**config.mk**
```make
export PLATFORM = sky130hd
export DESIGN_NAME = buzzer_scheduler
export DESIGN_NICKNAME = d
export VERILOG_FILES = /design/src/rtl/buzzer_scheduler.sv
export SDC_FILE = /design/constraint.sdc
export NUM_CORES = 1
export LEC_CHECK = 0
export CAP_MARGIN = 25
export CORE_MARGIN = 2
export CORE_UTILIZATION = 59
export DETAILED_ROUTE_END_ITERATION = 10
export GPL_ROUTABILITY_DRIVEN = 0
export PLACE_DENSITY_LB_ADDON = 0.1
export SLEW_MARGIN = 20
export SYNTH_ARGS = -nofsm -noshare
export SYNTH_HDL_FRONTEND = slang
export SYNTH_SLANG_ARGS = --single-unit
```
**constraint.sdc**
```tcl
create_clock -name clk -period 3.7 [get_ports clk]
set_input_delay 0.555 -clock clk [delete_from_list [all_inputs] [get_ports clk]]
set_output_delay 0.555 -clock clk [all_outputs]
set_load 0.05 [all_outputs]
```
**src/rtl/buzzer_scheduler.sv**
```systemverilog
`default_nettype none
// +----------------------------------------------------------------------------+
// | Module   : buzzer_scheduler                                                |
// | Purpose  : Arbitrates the single buzzer between alarm, timer and stopwatch |
// |            ring sources. Latches request pulses, grants the highest       |
// |            priority source, drives an on/off beep pattern for a bounded   |
// |            ring session, and runs the alarm snooze countdown.             |
// | Ports    : clk           system clock (rising edge)                        |
// |            _rst          asynchronous active-low reset                     |
// |            sec_tick      one-cycle pulse per second                        |
// |            req_alarm     alarm-match pulse          (priority 1)           |
// |            req_timer     timer-reached-zero pulse   (priority 2)           |
// |            req_stopwatch stopwatch-overflow pulse   (priority 3)           |
// |            in_stop       click ending the session                          |
// |            in_snooze     click requesting snooze                           |
// |            out_beep      buzzer enable pattern                             |
// |            out_src       granted source (0 none,1 alarm,2 timer,3 sw)      |
// |            out_snoozing  snooze countdown active                           |
// |            out_busy      ring session in progress                          |
// | Revision : 1.0 - initial release                                           |
// +----------------------------------------------------------------------------+
module buzzer_scheduler #(
  parameter int beep_cycles = 25000000,
  parameter int ring_sec    = 30,
  parameter int snooze_sec  = 300
) (
  input  logic       clk,
  input  logic       _rst,
  input  logic       sec_tick,
  input  logic       req_alarm,
  input  logic       req_timer,
  input  logic       req_stopwatch,
  input  logic       in_stop,
  input  logic       in_snooze,
  output logic       out_beep,
  output logic [1:0] out_src,
  output logic       out_snoozing,
  output logic       out_busy
);

  localparam int c_ring_w = $clog2(ring_sec + 1);
  localparam int c_snz_w  = $clog2(snooze_sec + 1);
  localparam int c_ph_w   = $clog2(beep_cycles);

  localparam logic [c_ring_w-1:0] c_ring_load = c_ring_w'(ring_sec);
  localparam logic [c_ring_w-1:0] c_ring_one  = c_ring_w'(1);
  localparam logic [c_ring_w-1:0] c_ring_zero = '0;
  localparam logic [c_snz_w-1:0]  c_snz_load  = c_snz_w'(snooze_sec);
  localparam logic [c_snz_w-1:0]  c_snz_one   = c_snz_w'(1);
  localparam logic [c_snz_w-1:0]  c_snz_zero  = '0;
  localparam logic [c_ph_w-1:0]   c_ph_last   = c_ph_w'(beep_cycles - 1);
  localparam logic [c_ph_w-1:0]   c_ph_one    = c_ph_w'(1);

  localparam logic [0:0] c_st_idle = 1'b0;
  localparam logic [0:0] c_st_ring = 1'b1;

  localparam logic [1:0] c_src_none  = 2'd0;
  localparam logic [1:0] c_src_alarm = 2'd1;
  localparam logic [1:0] c_src_timer = 2'd2;
  localparam logic [1:0] c_src_sw    = 2'd3;

  logic [0:0]          r_state,      w_state_nxt;
  logic [3:1]          r_pend,       w_pend_nxt;
  logic [1:0]          r_src,        w_src_nxt;
  logic [c_ring_w-1:0] r_ring_cnt,   w_ring_cnt_nxt;
  logic [c_ph_w-1:0]   r_phase_cnt,  w_phase_cnt_nxt;
  logic                r_phase,      w_phase_nxt;
  logic [c_snz_w-1:0]  r_snooze_cnt, w_snooze_cnt_nxt;
  logic                r_snoozing,   w_snoozing_nxt;
  logic                r_beep,       w_beep_nxt;
  logic                r_busy,       w_busy_nxt;

  logic [3:1] w_req;
  logic [1:0] w_grant_src;
  logic [3:1] w_grant_mask;
  logic       w_ringing;
  logic       w_timeout;
  logic       w_end;
  logic       w_snz_start;
  logic       w_do_grant;

  // Pending bits merged with this cycle's pulses: a request is visible for
  // arbitration in the same cycle it arrives.
  assign w_req = r_pend | {req_stopwatch, req_timer, req_alarm};

  always_comb begin
    w_grant_src  = c_src_none;
    w_grant_mask = 3'b000;
    if (w_req[1]) begin
      w_grant_src  = c_src_alarm;
      w_grant_mask = 3'b001;
    end else if (w_req[2]) begin
      w_grant_src  = c_src_timer;
      w_grant_mask = 3'b010;
    end else if (w_req[3]) begin
      w_grant_src  = c_src_sw;
      w_grant_mask = 3'b100;
    end
  end

  assign w_ringing   = (r_state == c_st_ring);
  assign w_timeout   = sec_tick && (r_ring_cnt == c_ring_one);
  // Any snooze click ends the session; only on an alarm does it also snooze.
  assign w_end       = w_ringing && (in_stop || in_snooze || w_timeout);
  assign w_snz_start = w_ringing && in_snooze && !in_stop && (r_src == c_src_alarm);

  // State register
  always_ff @(posedge clk or negedge _rst) begin
    if (!_rst) begin
      r_state      <= c_st_idle;
      r_pend       <= 3'b000;
      r_src        <= c_src_none;
      r_ring_cnt   <= c_ring_zero;
      r_phase_cnt  <= '0;
      r_phase      <= 1'b0;
      r_snooze_cnt <= c_snz_zero;
      r_snoozing   <= 1'b0;
      r_beep       <= 1'b0;
      r_busy       <= 1'b0;
    end else begin
      r_state      <= w_state_nxt;
      r_pend       <= w_pend_nxt;
      r_src        <= w_src_nxt;
      r_ring_cnt   <= w_ring_cnt_nxt;
      r_phase_cnt  <= w_phase_cnt_nxt;
      r_phase      <= w_phase_nxt;
      r_snooze_cnt <= w_snooze_cnt_nxt;
      r_snoozing   <= w_snoozing_nxt;
      r_beep       <= w_beep_nxt;
      r_busy       <= w_busy_nxt;
    end
  end

  // Next-state logic
  always_comb begin
    w_state_nxt      = r_state;
    w_src_nxt        = r_src;
    w_pend_nxt       = w_req;
    w_ring_cnt_nxt   = r_ring_cnt;
    w_phase_cnt_nxt  = r_phase_cnt;
    w_phase_nxt      = r_phase;
    w_snooze_cnt_nxt = r_snooze_cnt;
    w_snoozing_nxt   = r_snoozing;
    w_do_grant       = 1'b0;

    case (r_state)
      c_st_idle: begin
        if (w_grant_src != c_src_none) begin
          w_do_grant = 1'b1;
        end
      end
      c_st_ring: begin
        if (w_end) begin
          // Requests arriving now stay latched and win arbitration next cycle.
          w_state_nxt     = c_st_idle;
          w_src_nxt       = c_src_none;
          w_phase_cnt_nxt = '0;
          w_phase_nxt     = 1'b0;
        end else if ((w_grant_src != c_src_none) && (w_grant_src < r_src)) begin
          // Preemption: the current source is dropped, not re-queued.
          w_do_grant = 1'b1;
        end else begin
          if (r_phase_cnt == c_ph_last) begin
            w_phase_cnt_nxt = '0;
            w_phase_nxt     = !r_phase;
          end else begin
            w_phase_cnt_nxt = r_phase_cnt + c_ph_one;
          end
          if (sec_tick && (r_ring_cnt != c_ring_zero)) begin
            w_ring_cnt_nxt = r_ring_cnt - c_ring_one;
          end
        end
      end
      default: begin
        w_state_nxt = c_st_idle;
        w_src_nxt   = c_src_none;
      end
    endcase

    // Reload on grant; a coincident sec_tick is swallowed by the reload.
    if (w_do_grant) begin
      w_state_nxt     = c_st_ring;
      w_src_nxt       = w_grant_src;
      w_pend_nxt      = w_req & ~w_grant_mask;
      w_ring_cnt_nxt  = c_ring_load;
      w_phase_cnt_nxt = '0;
      w_phase_nxt     = 1'b1;
    end

    // Snooze countdown runs regardless of the ring state.
    if (w_snz_start) begin
      w_snoozing_nxt   = 1'b1;
      w_snooze_cnt_nxt = c_snz_load;
    end else if (r_snoozing) begin
      if (req_alarm || (in_stop && !w_ringing)) begin
        w_snoozing_nxt   = 1'b0;
        w_snooze_cnt_nxt = c_snz_zero;
      end else if (sec_tick) begin
        if (r_snooze_cnt == c_snz_one) begin
          w_snoozing_nxt   = 1'b0;
          w_snooze_cnt_nxt = c_snz_zero;
          w_pend_nxt[1]    = 1'b1;
        end else if (r_snooze_cnt != c_snz_zero) begin
          w_snooze_cnt_nxt = r_snooze_cnt - c_snz_one;
        end
      end
    end
  end

  // Output logic: registered next values derived from the next state.
  always_comb begin
    w_busy_nxt = (w_state_nxt == c_st_ring);
    w_beep_nxt = w_busy_nxt && w_phase_nxt;
  end

  assign out_beep     = r_beep;
  assign out_src      = r_src;
  assign out_snoozing = r_snoozing;
  assign out_busy     = r_busy;

endmodule
`default_nettype wire
```
==> impl_results.md, run 1 <==
- Unique masters post-synth: 50
- Area growth, synth to finish: 10.85%
- Slew Viols, Final: 0
- Synth Area in Compound Gates: 0.1594
- Drt total wl: 5.193 mm
- Leading cell type in the layout, fill and taps excluded: dfrtp_1
- Layout cells sized above 1: 0.05333
- Fillers: 351
- Power Density: 508.8 nW/µm²
- Input/output buffers: 12
- Post_cts resized: 0
- Post-synthesis mux area share: 0.003808
- I/O pins: 13
- Post-CTS Setup Inserts: 0
- # hold bufs at CTS: 0
- Die W: 70.75 µm
- RSZ-0062 raised after global routing: no
- DR WL/cell: 14.75 µm
- Post-synthesis cell count: 284
- Antenna cells: 0
- Vias in the first global route: 1995
- DP Area: 2783 µm²
- Critical path required time: 3870 ps
- Final worst-path cycle share: 0.7783
- Setup TNS Final: 0 ps
- Worst VDD drop: 0.0002697 V
- Post-Synth XOR/XNOR Area: 0.05997
- DRT antenna net count: 0
- Post-synthesis adder-cell area fraction: 0.03332
- Dpl hpwl: 3.715 mm
- Iteration-0 DRC Markers: 179
- Final Net Count: 315
- Crit-path max FO: 19
- WP buf/inv: 1
- Pleak: 1.247 nW
- Area of the multi-input gates: 1338 µm²
- Final core utilization: 0.6739
- Cell family with most CP delay: simple AND/OR/NAND/NOR gates
- Worst-path clk slew: 80 ps
- Register area share after synthesis: 0.4569
- Clock latency on the worst-skew pair: 290 ps
- Largest family of logic cells by synthesized area: simple AND/OR/NAND/NOR gates
- EDFF count, synth: 0
- H-Tree Depth: 2
- Worst R2R Setup Slack: 1150 ps
- Initial antenna violation count: 0
- Initial cell density of the core: 0.6079
- Slowest Stage Delay on Critical Path: 470 ps
- Grt ovf: 0
- Critical-path top delay cell: nor4_2
- Kind of critical path: in -> reg
- DIE AREA: 5006 µm²
- Skew final: 5.311 ps
- Setup crit end kind: flip-flop
- Sequential cell area: 1201 µm²
- Final hold vios: 0
- CTS Buffer Depth: 2
- CTS buffer count: 5
- CTS Sinks: 48
- Syn_nets: 299
- WP data arrival: 3050 ps
- Worst-margin pin slew: 595.1 ps
- Via count: 2144
- Max Cap Viol: 0
- Post-Synth Simple-Gate Area: 0.2523
- Fmax: 347.3 MHz
- Crit path time final: 2880 ps
- CP startpoint kind: input pin
- Via/cell ratio: 6.091
- DR pass1 iterations: 4
- Mapped Avg Cell Area: 9.256 µm²
- DRC errors left: 0
- Run status: completed
- Total GRT Usage: 0.2241
- Post-synth ARST share: 1.000
- CORE AREA: 4324 µm²
- Root Driver: clkbuf_8
- Die H: 70.75 µm
- Most frequent cells in the layout: dfrtp_1, nor2_1, nand2_1
- FF+latch count, synth: 48
- Pwr Total: 0.001483 W
- CTS tree: yes
- Min-delay worst type: in -> async
- Largest net degree at the start of global routing: 49
- Predominant post-synthesis flop cell: dfrtp_1
- Site Rows: 24
- Yosys warns: 0
- Crit-path cells: clkdlybuf4s50_1, nor4_2, nor3_1, ha_1, nor2b_1, o311a_1, o31a_1, or2_1, and2_4, o21ai_0
- First-pass GRT wire length: 9.108 mm
- Setup Viol. Count Final: 0
- Synthesized area: 2629 µm²
- Slew Limit Headroom: 0.6032
- Cell area after layout: 2914 µm²
==> final timing paths <==
check | to | startpoint | depth (start not counted)
max | r_phase_cnt[14]$_DFFE_PN0P_ | req_timer | 10
min | r_phase_cnt[4]$_DFFE_PN0P_ | _rst | 1
max reg2reg | r_phase_cnt[14]$_DFFE_PN0P_ | r_pend[2]$_DFF_PN0_ | 9
min reg2reg | r_ring_cnt[4]$_DFFE_PN0P_ | r_ring_cnt[4]$_DFFE_PN0P_ | 1
max in group asynchronous | r_phase_cnt[15]$_DFFE_PN0P_ | _rst | 1
min in group clk | r_ring_cnt[4]$_DFFE_PN0P_ | r_ring_cnt[4]$_DFFE_PN0P_ | 1
==> synthesized netlist by cell type (4+ instances only) <==
cell / number / share of area
xor2_1: 13 / 0.043
nand2_1: 25 / 0.036
nor3_1: 12 / 0.023
or3_1: 6 / 0.014
o21ai_0: 15 / 0.029
dfrtp_1: 48 / 0.46
inv_1: 12 / 0.017
nor2_1: 42 / 0.060
nand3_1: 9 / 0.017
ha_1: 7 / 0.033
xnor2_1: 5 / 0.017
and3_1: 9 / 0.021
o31a_1: 4 / 0.013
a21o_1: 4 / 0.011
a21oi_1: 17 / 0.032
==> area by class of cell <==
type,instances,share of cell area
Inverter,13,0.01675
Clock inverter,2,0.02061
Sequential cell,48,0.4122
Timing Repair Buffer,14,0.04551
Tap cell,52,0.02233
Multi-Input combinational cell,218,0.4590
Clock buffer,5,0.02362
==> stage by stage <==
stage / setup slack [ps] / std cells / hold slack [ps]
2_1_floorplan: 1177 / 284 / 259.4
3_3_place_gp: 654.3 / 345 / 484.4
3_5_place_dp: 526.2 / 345 / 511.0
4_1_cts: 825.8 / 352 / 471.1
5_1_grt: 599.1 / 352 / 310.9
6_report: 820.3 / 352 / 259.5
==> cells by family after synthesis <==
family	Yosys count
AOI/OAI and AO/OA	62
muxes	1
DFF	48
buffers and inverters	18
xor gates and xnor gates	18
and+or+nand+nor	130
adders and majority gates	7
==> report_power, final <==
group          internal, W  switching (W)
registers         0.000594      0.0000710
logic             0.000150       0.000240
clock network     0.000266       0.000162
total              0.00101       0.000473
==> state kept, by name (all words and copies together) (netlist names) <==
name          cells
r_pend            3
out_snoozing      1
r_snooze_cnt      9
out_busy          1
r_ring_cnt        5
r_phase           1
out_beep          1
out_src           2
r_phase_cnt      25
==> metal layers <==
| layer | wire, µm | global-route usage | part of all wire | vias up |
|---|---|---|---|---|
| met3 | 158 | 0.04131 | 0.030 | 12 |
| met4 | 91 | 0.07547 | 0.018 | 0 |
| li1 | - | - | - | 1051 |
| met2 | 2434 | 0.3531 | 0.47 | 45 |
| met5 | 0 | 0 | 0 | - |
| met1 | 2509 | 0.3152 | 0.48 | 1036 |
No activity file was read; power rests on OpenSTA's default activity.
==> inputs of run 2 (changes only) <==
clock period = 2.7 ns   (was 3.7 ns; I/O delays follow)
==> run 2 against run 1 <==
  * Critical path depth decreased by 1
  * Via count increased by 2.4%
  * Global-route usage increased by 1.5 points
  * Combinational power increased by 48%
  * Clock skew about the same
  * Die area unchanged
  * Clock-buffer cell count increased by 3
  * First-iteration DRC count decreased by 36%
==> impl_results.md, run 2 (synthesized netlist as in run 1, its figures left out) <==
- RSZ-0062 raised after global routing: no
- Layout cells sized above 1: 0.08333
- Met2 GRT Util: 0.3801
- DRT antenna net count: 0
- Biggest regs: r_phase_cnt x25, r_snooze_cnt x9, r_ring_cnt x5
- CTS Sinks: 48
- Kind of critical path: in -> reg
- Iteration-0 DRC Markers: 115
- Site Rows: 24
- Initial antenna violation count: 0
- CTS tree: yes
- Critical Path Source: req_timer
- Skew final: 4.867 ps
- Post-CTS Setup Inserts: 0
- Max reg flops: 25
- Die H: 70.75 µm
- Crit-path max FO: 5
- Drt total wl: 5.467 mm
- H-Tree Depth: 2
- Fmax: 418.9 MHz
- Busiest layer in global routing: met2
- Dpl hpwl: 3.944 mm
- GRT met3 Usage: 0.04416
- Pleak: 1.280 nW
- CTS buffer count: 5
- Worst-margin pin slew: 552.8 ps
- WP data arrival: 2560 ps
- Via count: 2196
- Input/output buffers: 12
- Largest net degree at the start of global routing: 31
- CP startpoint kind: input pin
- First-pass GRT wire length: 9.694 mm
- Antenna cells: 0
- RR Startpoint: r_snooze_cnt[0]$_DFFE_PN0P_
- Slew Limit Headroom: 0.6286
- DP Area: 2865 µm²
- # hold bufs at CTS: 0
- Min-delay worst type: in -> async
- DIE AREA: 5006 µm²
- Leading cell type in the layout, fill and taps excluded: dfrtp_1
- Vias in the first global route: 2130
- Die W: 70.75 µm
- Largest register by flop count: r_phase_cnt
- Worst VDD drop: 0.0004276 V
- Setup Viol. Count Final: 0
- Total GRT Usage: 0.2389
- DRC errors left: 0
- Max Cap Viol: 0
- Grt ovf: 0
- Critical path required time: 2870 ps
- Setup Slack @ Placement: 24.04 ps
- Root Driver: clkbuf_8
- Final hold vios: 0
- CTS Buffer Depth: 2
- Initial cell density of the core: 0.6079
- Clock latency on the worst-skew pair: 300 ps
- Worst Reg-to-Reg Cells: 8
- Worst R2R End: r_snooze_cnt[2]$_DFFE_PN0P_
- Worst-path clk slew: 80 ps
- Post_cts resized: 0
- Setup crit end: r_ring_cnt[2]$_DFFE_PN0P_
- Final Net Count: 326
- Run status: completed
- DR WL/cell: 15.02 µm
- Power Density: 655.2 nW/µm²
- Crit path time final: 2387 ps
- CORE AREA: 4324 µm²
- Pwr Total: 0.001936 W
- Final WS setup: 312.6 ps
- Setup crit end kind: flip-flop
- DR pass1 iterations: 4
- I/O pins: 13
- Most frequent cells in the layout: dfrtp_1, nor2_1, nand2_1
- Met1 Use GR: 0.3340
- Cell area after layout: 2955 µm²
- Final core utilization: 0.6834
- Area growth, synth to finish: 12.42%
- Final worst-path cycle share: 0.8842
- Slew Viols, Final: 0
- Setup TNS Final: 0 ps
- Worst R2R Setup Slack: 390 ps
- Via/cell ratio: 6.033
[run 2: cell types whose count changed in the layout (fill, tap and decap cells not counted), sizes merged]
cell / delta
buf: +11
bufinv: -2
clkbuf: +3
[run 2: where the power goes]
group	internal (W)	switching (W)
logic	0.000235	0.000344
clock network	0.000209	0.000231
registers	0.000814	0.000103
total	0.00126	0.000678
[run 2: cell type report]
cell class / count / area, µm²
Timing Repair Buffer: 25 / 212.7
Fill cell: 353 / 1369
Multi-Input combinational cell: 218 / 1338
Clock buffer: 8 / 90.09
Sequential cell: 48 / 1201
Tap cell: 52 / 65.06
Inverter: 13 / 48.80
[run 2: critical path, cell delays in order]
cell	delay (ps)
clkdlybuf4s50_1	460
nor4_2	320
nor3_1	80
ha_1	280
nor2_1	50
o21ai_0	260
nand2_1	180
nor2_1	360
a41oi_1	160
[run 2: metal layers]
| layer | routed length (µm) | up-vias | share of wire |
|---|---|---|---|
| met5 | 0 | - | 0 |
| met4 | 99 | 0 | 0.018 |
| met3 | 165 | 9 | 0.030 |
| met2 | 2592 | 42 | 0.47 |
| met1 | 2609 | 1066 | 0.48 |
| li1 | - | 1079 | - |
[run 2: through the flow]
stage | std cells | hold slack (ps)
global route | 364 | 62.46
finish | 364 | 32.27
global placement | 356 | 369.3
detailed placement | 356 | 372.5
floorplan | 284 | 109.4
CTS | 364 | 44.35
[run 2: worst min-delay path by stage]
stage / start / to
floorplan: _rst / out_beep$_DFF_PN0_
finish: _rst / r_phase_cnt[2]$_DFFE_PN0P_
global route: _rst / r_phase_cnt[2]$_DFFE_PN0P_
CTS: _rst / r_phase_cnt[2]$_DFFE_PN0P_
global placement: _rst / r_phase_cnt[2]$_DFFE_PN0P_
detailed placement: _rst / r_phase_cnt[2]$_DFFE_PN0P_
